**config.mk**
```make
export PLATFORM = sky130hd
export DESIGN_NAME = i2c_slave
export DESIGN_NICKNAME = d
export VERILOG_FILES = /design/src/rtl/i2c_slave.sv
export SDC_FILE = /design/constraint.sdc
export NUM_CORES = 1
export LEC_CHECK = 0
export ABC_AREA = 1
export BUFFER_PORTS_ARGS = -buffer_cell sky130_fd_sc_hd__buf_2
export CAP_MARGIN = 20
export CORE_ASPECT_RATIO = 0.5
export CORE_UTILIZATION = 64
export CTS_CLUSTER_SIZE = 24
export DETAILED_ROUTE_END_ITERATION = 12
export PLACE_DENSITY = 0.83
export SYNTH_ARGS = -nofsm -noshare
export SYNTH_HDL_FRONTEND = slang
export SYNTH_SLANG_ARGS = --single-unit
export TNS_END_PERCENT = 20
```
**constraint.sdc**
```tcl
create_clock -name clk -period 3.5 [get_ports clk]
set_input_delay 0.7 -clock clk [delete_from_list [all_inputs] [get_ports clk]]
set_output_delay 0.7 -clock clk [all_outputs]
set_load 0.02 [all_outputs]
```
**src/rtl/i2c_slave.sv**
```systemverilog
// I2C target for one 7-bit address: ACKs writes (rx_stb per byte), serves reads via tx_req/tx_vld.
// Bus reaction 3 clk after an edge; stretches SCL in TXLD until the host supplies a byte.
module i2c_slave #(
  parameter logic [6:0] ADDR    = 7'h50,
  parameter int         SU_DATA = 2
) (
  input  logic       clk,
  input  logic       rst_n,
  input  logic       sda_in,
  output logic       sda_out,
  input  logic       scl_in,
  output logic       scl_out,
  output logic [7:0] rx_dat,
  output logic       rx_stb,
  input  logic [7:0] tx_dat,
  input  logic       tx_vld,
  output logic       tx_req,
  output logic       sel,
  output logic       rd,
  output logic       mnack
);

  typedef enum logic [2:0] {
    S_IDLE, S_ADDR, S_AACK, S_WRX, S_WACK, S_TXLD, S_RTX, S_RACK
  } state_t;

  state_t      state, state_nxt;
  logic        sda_m, sda_s, sda_p, scl_m, scl_s, scl_p;
  logic [7:0]  shreg, shreg_nxt, tx_sh, tx_sh_nxt, hold, hold_nxt, rx_dat_nxt;
  logic        held, held_nxt, ld, ld_nxt;
  logic [3:0]  bcnt, bcnt_nxt;
  logic [7:0]  su_cnt, su_nxt;
  logic        sda_nxt, scl_nxt, rx_stb_nxt, tx_req_nxt, sel_nxt, rd_nxt, mnack_nxt;

  logic start_det, stop_det, scl_rise, scl_fall, tx_take, held_eff, enter_tx;
  logic [7:0] byte_eff;

  always_ff @(posedge clk or negedge rst_n) begin
    if (!rst_n) begin
      sda_m <= 1'b1; sda_s <= 1'b1; sda_p <= 1'b1;
      scl_m <= 1'b1; scl_s <= 1'b1; scl_p <= 1'b1;
    end else begin
      sda_m <= sda_in; sda_s <= sda_m; sda_p <= sda_s;
      scl_m <= scl_in; scl_s <= scl_m; scl_p <= scl_s;
    end
  end

  assign start_det = scl_s & sda_p & ~sda_s;
  assign stop_det  = scl_s & ~sda_p & sda_s;
  assign scl_rise  = scl_s & ~scl_p;
  assign scl_fall  = ~scl_s & scl_p;
  assign tx_take   = tx_vld & tx_req;
  // A byte offered in the same cycle as the falling edge counts as already held.
  assign held_eff  = held | tx_take;
  assign byte_eff  = held ? hold : tx_dat;
  assign enter_tx  = scl_fall & (((state == S_AACK) & rd) | (state == S_RACK));

  always_ff @(posedge clk or negedge rst_n) begin
    if (!rst_n) state <= S_IDLE;
    else        state <= state_nxt;
  end

  always_comb begin
    state_nxt = state;
    if (start_det)     state_nxt = S_ADDR;
    else if (stop_det) state_nxt = S_IDLE;
    else begin
      case (state)
        S_ADDR: if (scl_fall && bcnt == 4'd8)
                  state_nxt = (shreg[7:1] == ADDR) ? S_AACK : S_IDLE;
        S_AACK: if (scl_fall)
                  state_nxt = !rd ? S_WRX : (held_eff ? S_RTX : S_TXLD);
        S_WRX:  if (scl_fall && bcnt == 4'd8) state_nxt = S_WACK;
        S_WACK: if (scl_fall) state_nxt = S_WRX;
        S_TXLD: if (ld && su_cnt == '0) state_nxt = S_RTX;
        S_RTX:  if (scl_fall && bcnt == 4'd7) state_nxt = S_RACK;
        S_RACK: begin
          if (scl_rise && sda_s) state_nxt = S_IDLE;
          else if (scl_fall)     state_nxt = held_eff ? S_RTX : S_TXLD;
        end
        default: state_nxt = S_IDLE;
      endcase
    end
  end

  always_comb begin
    sda_nxt    = sda_out;
    scl_nxt    = scl_out;
    rx_dat_nxt = rx_dat;
    rx_stb_nxt = 1'b0;
    tx_req_nxt = tx_req;
    sel_nxt    = sel;
    rd_nxt     = rd;
    mnack_nxt  = mnack;
    shreg_nxt  = shreg;
    tx_sh_nxt  = tx_sh;
    hold_nxt   = hold;
    held_nxt   = held;
    ld_nxt     = ld;
    bcnt_nxt   = bcnt;
    su_nxt     = su_cnt;
    if (tx_take) begin
      hold_nxt   = tx_dat;
      held_nxt   = 1'b1;
      tx_req_nxt = 1'b0;
    end
    if (start_det) begin
      bcnt_nxt = '0; sel_nxt = 1'b0; mnack_nxt = 1'b0; sda_nxt = 1'b1;
      scl_nxt = 1'b1; tx_req_nxt = 1'b0; held_nxt = 1'b0; ld_nxt = 1'b0;
    end else if (stop_det) begin
      sel_nxt = 1'b0; tx_req_nxt = 1'b0; sda_nxt = 1'b1; scl_nxt = 1'b1; ld_nxt = 1'b0;
    end else begin
      case (state)
        S_ADDR, S_WRX: begin
          if (scl_rise) begin
            shreg_nxt = {shreg[6:0], sda_s};
            bcnt_nxt  = bcnt + 4'd1;
          end
          if (scl_fall && bcnt == 4'd8) begin
            if (state == S_WRX) begin
              rx_dat_nxt = shreg;
              rx_stb_nxt = 1'b1;
              sda_nxt    = 1'b0;
            end else if (shreg[7:1] == ADDR) begin
              sda_nxt    = 1'b0;
              sel_nxt    = 1'b1;
              rd_nxt     = shreg[0];
              tx_req_nxt = shreg[0];
            end
          end
        end
        S_AACK, S_WACK: if (scl_fall && !(state == S_AACK && rd)) begin
          sda_nxt  = 1'b1;
          bcnt_nxt = '0;
        end
        S_TXLD: begin
          if (!ld && tx_take) begin
            tx_sh_nxt = tx_dat;
            sda_nxt   = tx_dat[7];
            held_nxt  = 1'b0;
            ld_nxt    = 1'b1;
            bcnt_nxt  = '0;
            su_nxt    = 8'(SU_DATA - 1);
          end else if (ld) begin
            if (su_cnt == '0) begin
              scl_nxt = 1'b1;
              ld_nxt  = 1'b0;
            end else begin
              su_nxt = su_cnt - 8'd1;
            end
          end
        end
        S_RTX: if (scl_fall) begin
          if (bcnt == 4'd7) begin
            sda_nxt = 1'b1;
          end else begin
            sda_nxt   = tx_sh[6];
            tx_sh_nxt = {tx_sh[6:0], 1'b0};
            bcnt_nxt  = bcnt + 4'd1;
          end
        end
        S_RACK: if (scl_rise) begin
          if (sda_s) begin
            mnack_nxt = 1'b1;
            sel_nxt   = 1'b0;
          end else begin
            tx_req_nxt = 1'b1;
          end
        end
        default: ;
      endcase
      // Next read byte: drive bit7 straight away if one is held, otherwise stretch.
      if (enter_tx) begin
        if (held_eff) begin
          tx_sh_nxt = byte_eff;
          sda_nxt   = byte_eff[7];
          held_nxt  = 1'b0;
          bcnt_nxt  = '0;
        end else begin
          scl_nxt = 1'b0;
        end
      end
    end
  end

  always_ff @(posedge clk or negedge rst_n) begin
    if (!rst_n) begin
      sda_out <= 1'b1; scl_out <= 1'b1; rx_dat <= '0; rx_stb <= 1'b0;
      tx_req <= 1'b0; sel <= 1'b0; rd <= 1'b0; mnack <= 1'b0;
      shreg <= '0; tx_sh <= '0; hold <= '0; held <= 1'b0; ld <= 1'b0;
      bcnt <= '0; su_cnt <= '0;
    end else begin
      sda_out <= sda_nxt; scl_out <= scl_nxt; rx_dat <= rx_dat_nxt; rx_stb <= rx_stb_nxt;
      tx_req <= tx_req_nxt; sel <= sel_nxt; rd <= rd_nxt; mnack <= mnack_nxt;
      shreg <= shreg_nxt; tx_sh <= tx_sh_nxt; hold <= hold_nxt; held <= held_nxt;
      ld <= ld_nxt; bcnt <= bcnt_nxt; su_cnt <= su_nxt;
    end
  end

endmodule
```
==> flow_summary.json, run 1 <==
{
  "status": "finished clean",
  "wirelength_um": 7400,
  "arrival_ns": 2.44,
  "hpwl_um": 5380,
  "syn-cell-area_um2": 3420,
  "max_freq_mhz": 454,
  "min_path_type": "register to register",
  "cts_buffers": 9,
  "clk_pin_slew_ns": 0.08,
  "power.share.clock_pct": 34.7,
  "drv_slew": 0,
  "portBuffers": 27,
  "finalCritPeriodShare_pct": 63.0,
  "p_sw_mw": 0.502,
  "ant_nets": 0,
  "ys.warnings.count": 0,
  "slew_headroom_pct": 51.5,
  "postCtsSetupBuffers": 0,
  "pre_cts_ws_ns": 1.24,
  "stdcell_count": 585,
  "rsz0062_at_grt": "no",
  "ctsResizeCount": 0,
  "rows": 18,
  "ys_seq_elements": 61,
  "fin_crit_ns": 2.20,
  "vias_per_cell": 5.41,
  "tns_ns": 0,
  "fin_util_pct": 75.6,
  "dieArea_um2": 5660,
  "clock_sinks": 61,
  "avgSynthCellArea_um2": 7.16,
  "setup-violations-final": 0,
  "worst_slack_ns": 1.30,
  "synth_cell_types": 27,
  "grt_pass1_vias": 2724,
  "antenna_found_initial": 0,
  "post-route-drc-count": 0,
  "syn-instance-count": 478,
  "core_area_um2": 5020,
  "die_w_um": 105,
  "skew_ns": 0.0105,
  "p_leak_nw": 2.03,
  "powerDensity_nw_per_um2": 425,
  "hold_violations": 0,
  "cp-end-kind": "register",
  "total_power_mw": 1.61,
  "cp_max_fo": 16,
  "critPathKind": "register to register",
  "gr-total-overflow": 0,
  "io_pins": 28,
  "grt_pass1_wl_um": 11900,
  "cap_viol_max_count": 0,
  "hold_buffers": 0,
  "antenna_cells": 0,
  "grt_use_total_pct": 28.0,
  "initial_core_util_pct": 68.1,
  "cts_tree": "done",
  "dr.pass1.iters": 5,
  "critPathLaunchType": "register",
  "wl_per_cell_um": 12.7,
  "tightest_slew_ns": 0.727,
  "nets": 527,
  "intPower_mw": 1.11,
  "vias": 3162,
  "h-tree-depth": 3,
  "sw_frac_of_total_pct": 31.1,
  "dp.cells": 569,
  "drive_gt1_share_pct": 15.1,
  "syn_to_final_growth_pct": 10.9,
  "combPwrFrac_pct": 13.3,
  "yosysSeqAreaShare_pct": 44.9,
  "clk_latency_ns": 0.35,
  "fp.dieH_um": 53.7,
  "seqPwrFrac_pct": 52.0,
  "drt-initial-drc-count": 242,
  "peakVddDrop_v": 0.000289,
  "root_buffer": "clkbuf_8",
  "grt_start_max_net_pins": 34,
  "synth_nets": 495,
  "ctsLongestPathBuffers": 2,
  "gp_congestion": 0.975,
  "worstPathRequired_ns": 3.74
}
[per-stage QoR]
stage / hold WS, ns / instance area, um2
2_1_floorplan: 0.345 / 3420
3_3_place_gp: 0.345 / 3620
3_5_place_dp: 0.347 / 3620
4_1_cts: 0.358 / 3790
5_1_grt: 0.365 / 3790
6_report: 0.358 / 3790
[area by class of cell]
type	count	area, um2
Tap cell	70	87.6
Multi-Input combinational cell	346	1610
Clock buffer	9	124
Clock inverter	7	51.3
Timing Repair Buffer	28	143
Inverter	64	240
Sequential cell	61	1540
Fill cell	416	1230
[critical path, stage by stage, from the launching register on]
cell     delay (ns)
dfstp_2        0.56
inv_1          0.04
nand3_1        0.16
nand2_1        0.21
inv_1          0.48
nand3_2        0.38
nand2_1        0.17
o21ai_0        0.09
[state kept, by name, indices dropped and copies added (netlist names), 3 cells and up]
signal	cells
bcnt	4
hold	8
rx_dat	8
shreg	8
state	3
su_cnt	8
tx_sh	7
[synth_stat cells, drive strengths merged]
library cell    n  share of area [%]
a21oi          11                1.6
a22oi           1               0.22
a31oi           2               0.37
buf             4               0.59
clkbuf          3               0.33
dfrtp          53                 39
dfstp           8                6.1
ha              4                1.5
inv            64                7.0
nand2         178                 20
nand3          49                8.2
nand4           4               0.73
nor2           45                5.7
nor3            3               0.44
o211ai          1               0.22
o21ai          33                4.8
o21bai          2               0.44
o22ai           2               0.37
o31ai           5                1.1
xnor2           1               0.26
xor2            5                1.3
[worst paths after layout]
| check | from | depth (start not counted) | slack (ns) | to |
|---|---|---|---|---|
| worst max-delay path | sda_p$_DFF_PN1_ | 7 | 1.30 | shreg[1]$_DFFE_PN0P_ |
| worst min register to register | sda_m$_DFF_PN1_ | 0 | 0.36 | sda_s$_DFF_PN1_ |
| worst min-delay path | sda_m$_DFF_PN1_ | 0 | 0.36 | sda_s$_DFF_PN1_ |
| max in group asynchronous | rst_n | 2 | 2.22 | scl_m$_DFF_PN1_ |
| worst max register to register | sda_p$_DFF_PN1_ | 7 | 1.30 | shreg[1]$_DFFE_PN0P_ |
| min in group asynchronous | rst_n | 1 | 0.40 | tx_sh[5]$_DFFE_PN0P_ |
[placed cells by master (no fill, tap or decap), drive strengths merged]
cell | Yosys | final
a21oi | 11 | 11
a22oi | 1 | 1
a31oi | 2 | 2
buf | 4 | 28
clkbuf | 3 | 9
clkinv | 0 | 4
clkinvlp | 0 | 2
dfrtp | 53 | 53
dfstp | 8 | 8
ha | 4 | 4
inv | 64 | 65
nand2 | 178 | 178
nand3 | 49 | 49
nand4 | 4 | 4
nor2 | 45 | 45
nor3 | 3 | 3
o211ai | 1 | 1
o21ai | 33 | 33
o21bai | 2 | 2
o22ai | 2 | 2
o31ai | 5 | 5
xnor2 | 1 | 1
xor2 | 5 | 5
[cells by family after synthesis]
group | after synthesis | synth area share, %
AO/OA/AOI/OAI | 57 | 9.14
XOR/XNOR | 6 | 1.54
adder cells (fa/ha/maj) | 4 | 1.46
buffers and inverters | 71 | 7.94
flip-flops | 61 | 44.9
AND/OR/NAND/NOR | 279 | 35.0
[power by group through the flow]
stage / Sequential [mW] / Clock, mW / Combinational [mW]
after detailed placement: 0.850 / 0 / 0.213
after CTS: 0.838 / 0.570 / 0.214
after floorplan: 0.832 / 0 / 0.160
after global placement: 0.849 / 0 / 0.207
final: 0.840 / 0.560 / 0.215
after global routing: 0.850 / 0.596 / 0.247
[layer usage]
metal	GRT usage, %	wire, um	part of all wire [%]	vias to the layer above
met4	9.62	47	0.64	0
met2	47.3	3320	45	104
met3	7.51	485	6.6	8
met1	36.0	3550	48	1468
li1	-	-	-	1582
met5	0	0	0	-
Power figures use the tool's default switching activity.
==> inputs of run 2 (changes only) <==
Settings changed: CORE_UTILIZATION 64 to 60, PLACE_DENSITY 0.83 to 0.79.
Clock period 3.5 ns to 2.2 ns, I/O delays scaled along.
==> run 2 against run 1 <==
Cell count up 0.51%. Sequential cell count did not move. Highest routed layer unchanged. Core utilization increased by 0.12 points. Largest cell class unchanged. Clock skew shrank 0.0061 ns. Clock power increased by 130%. Clock-buffer cell count rose by 6. First-iteration DRC count rose by 46%. Combinational power is 63% higher. Critical path type unchanged. Cell area up 3.8%. Via count grew 1.2%. Non-clock buffer count up 3.
==> flow_summary.json, run 2 (synthesis results as in run 1) <==
{
  "status": "finished clean",
  "cts_tree": "done",
  "fin_util_pct": 75.7,
  "worst_slack_ns": 0.246,
  "skew_ns": 0.00437,
  "root_buffer": "clkbuf_16",
  "cap_viol_max_count": 0,
  "wirelength_um": 7910,
  "wl_per_cell_um": 13.4,
  "holdWs_ns": 0.0923,
  "nets": 530,
  "ctsLongestPathBuffers": 2,
  "arrival_ns": 2.18,
  "dpl_cell_area_um2": 3650,
  "dr.pass1.iters": 5,
  "cp_max_fo": 16,
  "max_stage_delay_ns": 0.55,
  "drv_slew": 0,
  "vias": 3199,
  "drive_gt1_share_pct": 15.1,
  "dr.max_layer_used": "met4",
  "portBuffers": 27,
  "dp.cells": 572,
  "postCtsSetupBuffers": 0,
  "slowest_stage": "dfstp_2",
  "grt_start_max_net_pins": 40,
  "initial_core_util_pct": 65.8,
  "final_cell_mix": "172 x nand2_1, 57 x inv_1, 53 x dfrtp_1",
  "gp_congestion": 0.964,
  "rsz0062_at_grt": "no",
  "ctsResizeCount": 0,
  "wl_met3_um": 622,
  "antenna_cells": 0,
  "tns_ns": 0,
  "final_area_um2": 3940,
  "path_cells": "inv_1 > nand3_1 > nand2_1 > inv_1 > nand3_2 > o21ai_0",
  "core_area_um2": 5200,
  "grt_use_total_pct": 29.2,
  "grt_pass1_vias": 2900,
  "max_freq_mhz": 512,
  "powerDensity_nw_per_um2": 763,
  "syn_to_final_growth_pct": 15.1,
  "hpwl_um": 5800,
  "fin_crit_ns": 1.95,
  "drt-initial-drc-count": 353,
  "cp-end-kind": "register",
  "clk_latency_ns": 0.33,
  "hold_buffers": 0,
  "finalCritPeriodShare_pct": 88.8,
  "antenna_found_initial": 0,
  "rows": 18,
  "hold_violations": 0,
  "die_w_um": 109,
  "clock_sinks": 61,
  "worstPathRequired_ns": 2.43,
  "grt_pass1_wl_um": 13400,
  "critPathLaunchType": "register",
  "peakVddDrop_v": 0.000707,
  "dieArea_um2": 6030,
  "min_path_type": "input port to async pin",
  "wl_met2_um": 3400,
  "ant_nets": 0,
  "crit_start": "sda_p$_DFF_PN1_",
  "post-route-drc-count": 0,
  "cts_buffers": 9,
  "h-tree-depth": 3,
  "critPathKind": "register to register",
  "tightest_slew_ns": 0.526,
  "clk_pin_slew_ns": 0.05,
  "slew_headroom_pct": 64.9,
  "io_pins": 28,
  "setup-violations-final": 0,
  "total_power_mw": 3.00,
  "stdcell_count": 588,
  "pre_cts_ws_ns": 0.305,
  "reg2reg_from": "sda_p$_DFF_PN1_",
  "final_common_cell": "nand2_1",
  "drt-met1-wl_um": 3760,
  "fp.dieH_um": 55.4,
  "vias_per_cell": 5.44,
  "crit_top_cell": "inv_1",
  "p_leak_nw": 2.10,
  "gr-total-overflow": 0
}
-- run 2: changes by cell type in the layout (fill, tap and decap cells not counted) --
cell        before  now
buf_4            1    3
clkbuf_8         9    3
clkinvlp_4       2    0
clkbuf_16        0    9
clkinv_2         2    1
clkinv_4         2    0
buf_12           0    1
clkbuf_1         0    3
inv_6            1    0
-- run 2: final timing paths --
| check | endpoint | cells past startpoint | slack, ns |
|---|---|---|---|
| worst min register to register | sda_s$_DFF_PN1_ | 0 | 0.35 |
| worst max register to register | shreg[5]$_DFFE_PN0P_ | 6 | 0.25 |
| worst max-delay path | shreg[5]$_DFFE_PN0P_ | 6 | 0.25 |
| min in group clk | scl_m$_DFF_PN1_ | 1 | 0.21 |
| worst min-delay path | su_cnt[4]$_DFFE_PN0P_ | 1 | 0.09 |
| max in group asynchronous | sda_s$_DFF_PN1_ | 2 | 1.47 |
-- run 2: layer usage --
metal / track usage, % / up-vias
met1: 40.6 / 1474
li1: - / 1589
met2: 43.2 / 118
met5: 0 / -
met4: 8.49 / 0
met3: 9.92 / 18
-- run 2: layout make-up --
class / count / area, um2
clock buffer: 15 / 278
clock inverter: 1 / 5.00
fill: 399 / 1260
inverter: 64 / 240
multi-input combinational: 346 / 1610
sequential: 61 / 1540
tap: 70 / 87.6
timing repair buffer: 31 / 178
-- run 2: power by group --
group | switching [mW] | total [mW] | internal [mW]
combinational | 0.230 | 0.351 | 0.120
clock | 0.456 | 1.31 | 0.852
sequential | 0.0970 | 1.34 | 1.25
-- run 2: worst max-delay path: cells and delay by family, from the launching register on --
family | cells | cell delay (ns)
AND/OR/NAND/NOR | 3 | 0.63
flip-flops | 1 | 0.55
buffers and inverters | 2 | 0.36
AO/OA/AOI/OAI | 1 | 0.30
==> inputs of run 3 (changes only) <==
Settings changed: PLACE_DENSITY 0.79 to 0.8, SLEW_MARGIN set to 15.
==> run 3 against run 2 <==
Sequential share of layout area down 0.36 points. Setup slack better by 0.13 ns. Critical path type unchanged. Sequential power about the same. Clock skew up 0.0013 ns. Register-to-register slack better by 0.13 ns. Core utilization up 0.70 points. Critical endpoint is now shreg[6]$_DFFE_PN0P_. Critical path depth up 1. Clock power up 15%. Sequential cell count unchanged.
==> flow_summary.json, run 3 (synthesis results as in run 1) <==
{
  "pre_cts_ws_ns": 0.374,
  "final_area_um2": 3970,
  "h-tree-depth": 3,
  "antenna_found_initial": 0,
  "portBuffers": 27,
  "die_w_um": 109,
  "slew_headroom_pct": 62.9,
  "cts_buffers": 9,
  "status": "finished clean",
  "critPathKind": "register to register",
  "hold_buffers": 0,
  "cp-end-kind": "register",
  "tns_ns": 0,
  "grt_pass1_wl_um": 13400,
  "fillCellCount": 399,
  "intPower_mw": 2.35,
  "antenna_cells": 0,
  "final_cell_mix": "172 x nand2_1, 57 x inv_1, 53 x dfrtp_1",
  "vias": 3178,
  "seqPwrFrac_pct": 42.0,
  "gr-total-overflow": 0,
  "postCtsSetupBuffers": 0,
  "p_leak_nw": 2.11,
  "syn_to_final_growth_pct": 16.2,
  "fp.dieH_um": 55.4,
  "clk_pin_slew_ns": 0.05,
  "peakVddDrop_v": 0.000828,
  "dpl_cell_area_um2": 3660,
  "total_power_mw": 3.19,
  "arrival_ns": 2.04,
  "grt_start_max_net_pins": 25,
  "setup-violations-final": 0,
  "max_freq_mhz": 549,
  "clk_latency_ns": 0.34,
  "rsz0062_at_grt": "no",
  "cp_max_fo": 16,
  "dr.pass1.iters": 7,
  "hpwl_um": 5600,
  "gp_congestion": 0.954,
  "io_pins": 28,
  "skew_ns": 0.00572,
  "drive_gt1_share_pct": 15.8,
  "root_buffer": "clkbuf_16",
  "tightest_slew_ns": 0.557,
  "rows": 18,
  "combPwrFrac_pct": 10.9,
  "vias_per_cell": 5.39,
  "hold_violations": 0,
  "cts_tree": "done",
  "grt_pass1_vias": 2973,
  "core_area_um2": 5200,
  "wl_per_cell_um": 13.3,
  "multiInputGateArea_um2": 1610,
  "drt-initial-drc-count": 328,
  "seq_area_um2": 1540,
  "wirelength_um": 7880,
  "p_sw_mw": 0.834,
  "initial_core_util_pct": 65.8,
  "clock_sinks": 61,
  "worst_slack_ns": 0.378,
  "drv_slew": 0,
  "dieArea_um2": 6030,
  "ant_nets": 0,
  "nets": 532,
  "post-route-drc-count": 0,
  "sw_frac_of_total_pct": 26.2,
  "critPathLaunchType": "register",
  "finalCritPeriodShare_pct": 82.8,
  "ctsResizeCount": 0,
  "fin_crit_ns": 1.82,
  "min_path_type": "input port to async pin",
  "grt_use_total_pct": 29.5,
  "worstPathRequired_ns": 2.41,
  "final_common_cell": "nand2_1",
  "power.share.clock_pct": 47.1,
  "cap_viol_max_count": 0,
  "powerDensity_nw_per_um2": 802,
  "ctsLongestPathBuffers": 2
}
-- run 3: cell count changes in the layout (fill, tap and decap cells not counted) --
cell | before | now
buf_12 | 1 | 0
buf_4 | 3 | 6
bufinv_16 | 0 | 2
clkbuf_1 | 3 | 1
clkbuf_8 | 3 | 0
clkinvlp_4 | 0 | 3
-- run 3: path summary, 6_finish.rpt --
kind / start / endpoint / slack, ns / depth (start not counted)
max in group asynchronous: rst_n / scl_m$_DFF_PN1_ / 1.38 / 2
worst min register to register: scl_m$_DFF_PN1_ / scl_s$_DFF_PN1_ / 0.35 / 0
worst max register to register: sda_s$_DFF_PN1_ / shreg[6]$_DFFE_PN0P_ / 0.38 / 7
min in group clk: scl_in / scl_m$_DFF_PN1_ / 0.20 / 1
worst max-delay path: sda_s$_DFF_PN1_ / shreg[6]$_DFFE_PN0P_ / 0.38 / 7
worst min-delay path: rst_n / tx_sh[3]$_DFFE_PN0P_ / 0.09 / 1
-- run 3: cell type report --
class,instances,area share [%]
clock inverters,6,2.20
inverters,64,6.05
clock buffers,10,5.76
repair buffers,33,4.53
multi-input cells,346,40.6
well taps,70,2.20
flip-flops and latches,61,38.7
-- run 3: critical path, stage by stage, from the launching register on --
cell,delay (ns)
dfstp_2,0.56
inv_1,0.08
nand3_1,0.13
nand2_1,0.09
inv_1,0.31
nand3_2,0.31
nand2_1,0.13
o21ai_0,0.08
-- run 3: stage by stage --
step	util [%]	instances	hold slack, ns
finish	76.4	590	0.0899
global route	76.4	590	0.134
CTS	76.4	590	0.107
detailed placement	70.3	574	0.348
global placement	70.3	574	0.345
floorplan	-	478	0.144
-- run 3: routing by layer --
layer  up-vias  track usage [%]  routed length, um
met3        22             10.2                529
li1       1590                -                  -
met5         -                0                  0
met2       107             43.8               3470
met4         0             12.5                178
met1      1459             39.4               3690
-- run 3: power groups by stage --
stage | registers, mW | clock network [mW] | logic [mW]
6_report | 1.34 | 1.50 | 0.348
5_1_grt | 1.36 | 1.58 | 0.404
4_1_cts | 1.34 | 1.52 | 0.349
3_5_place_dp | 1.35 | 0 | 0.345
3_3_place_gp | 1.35 | 0 | 0.336
2_1_floorplan | 1.32 | 0 | 0.255
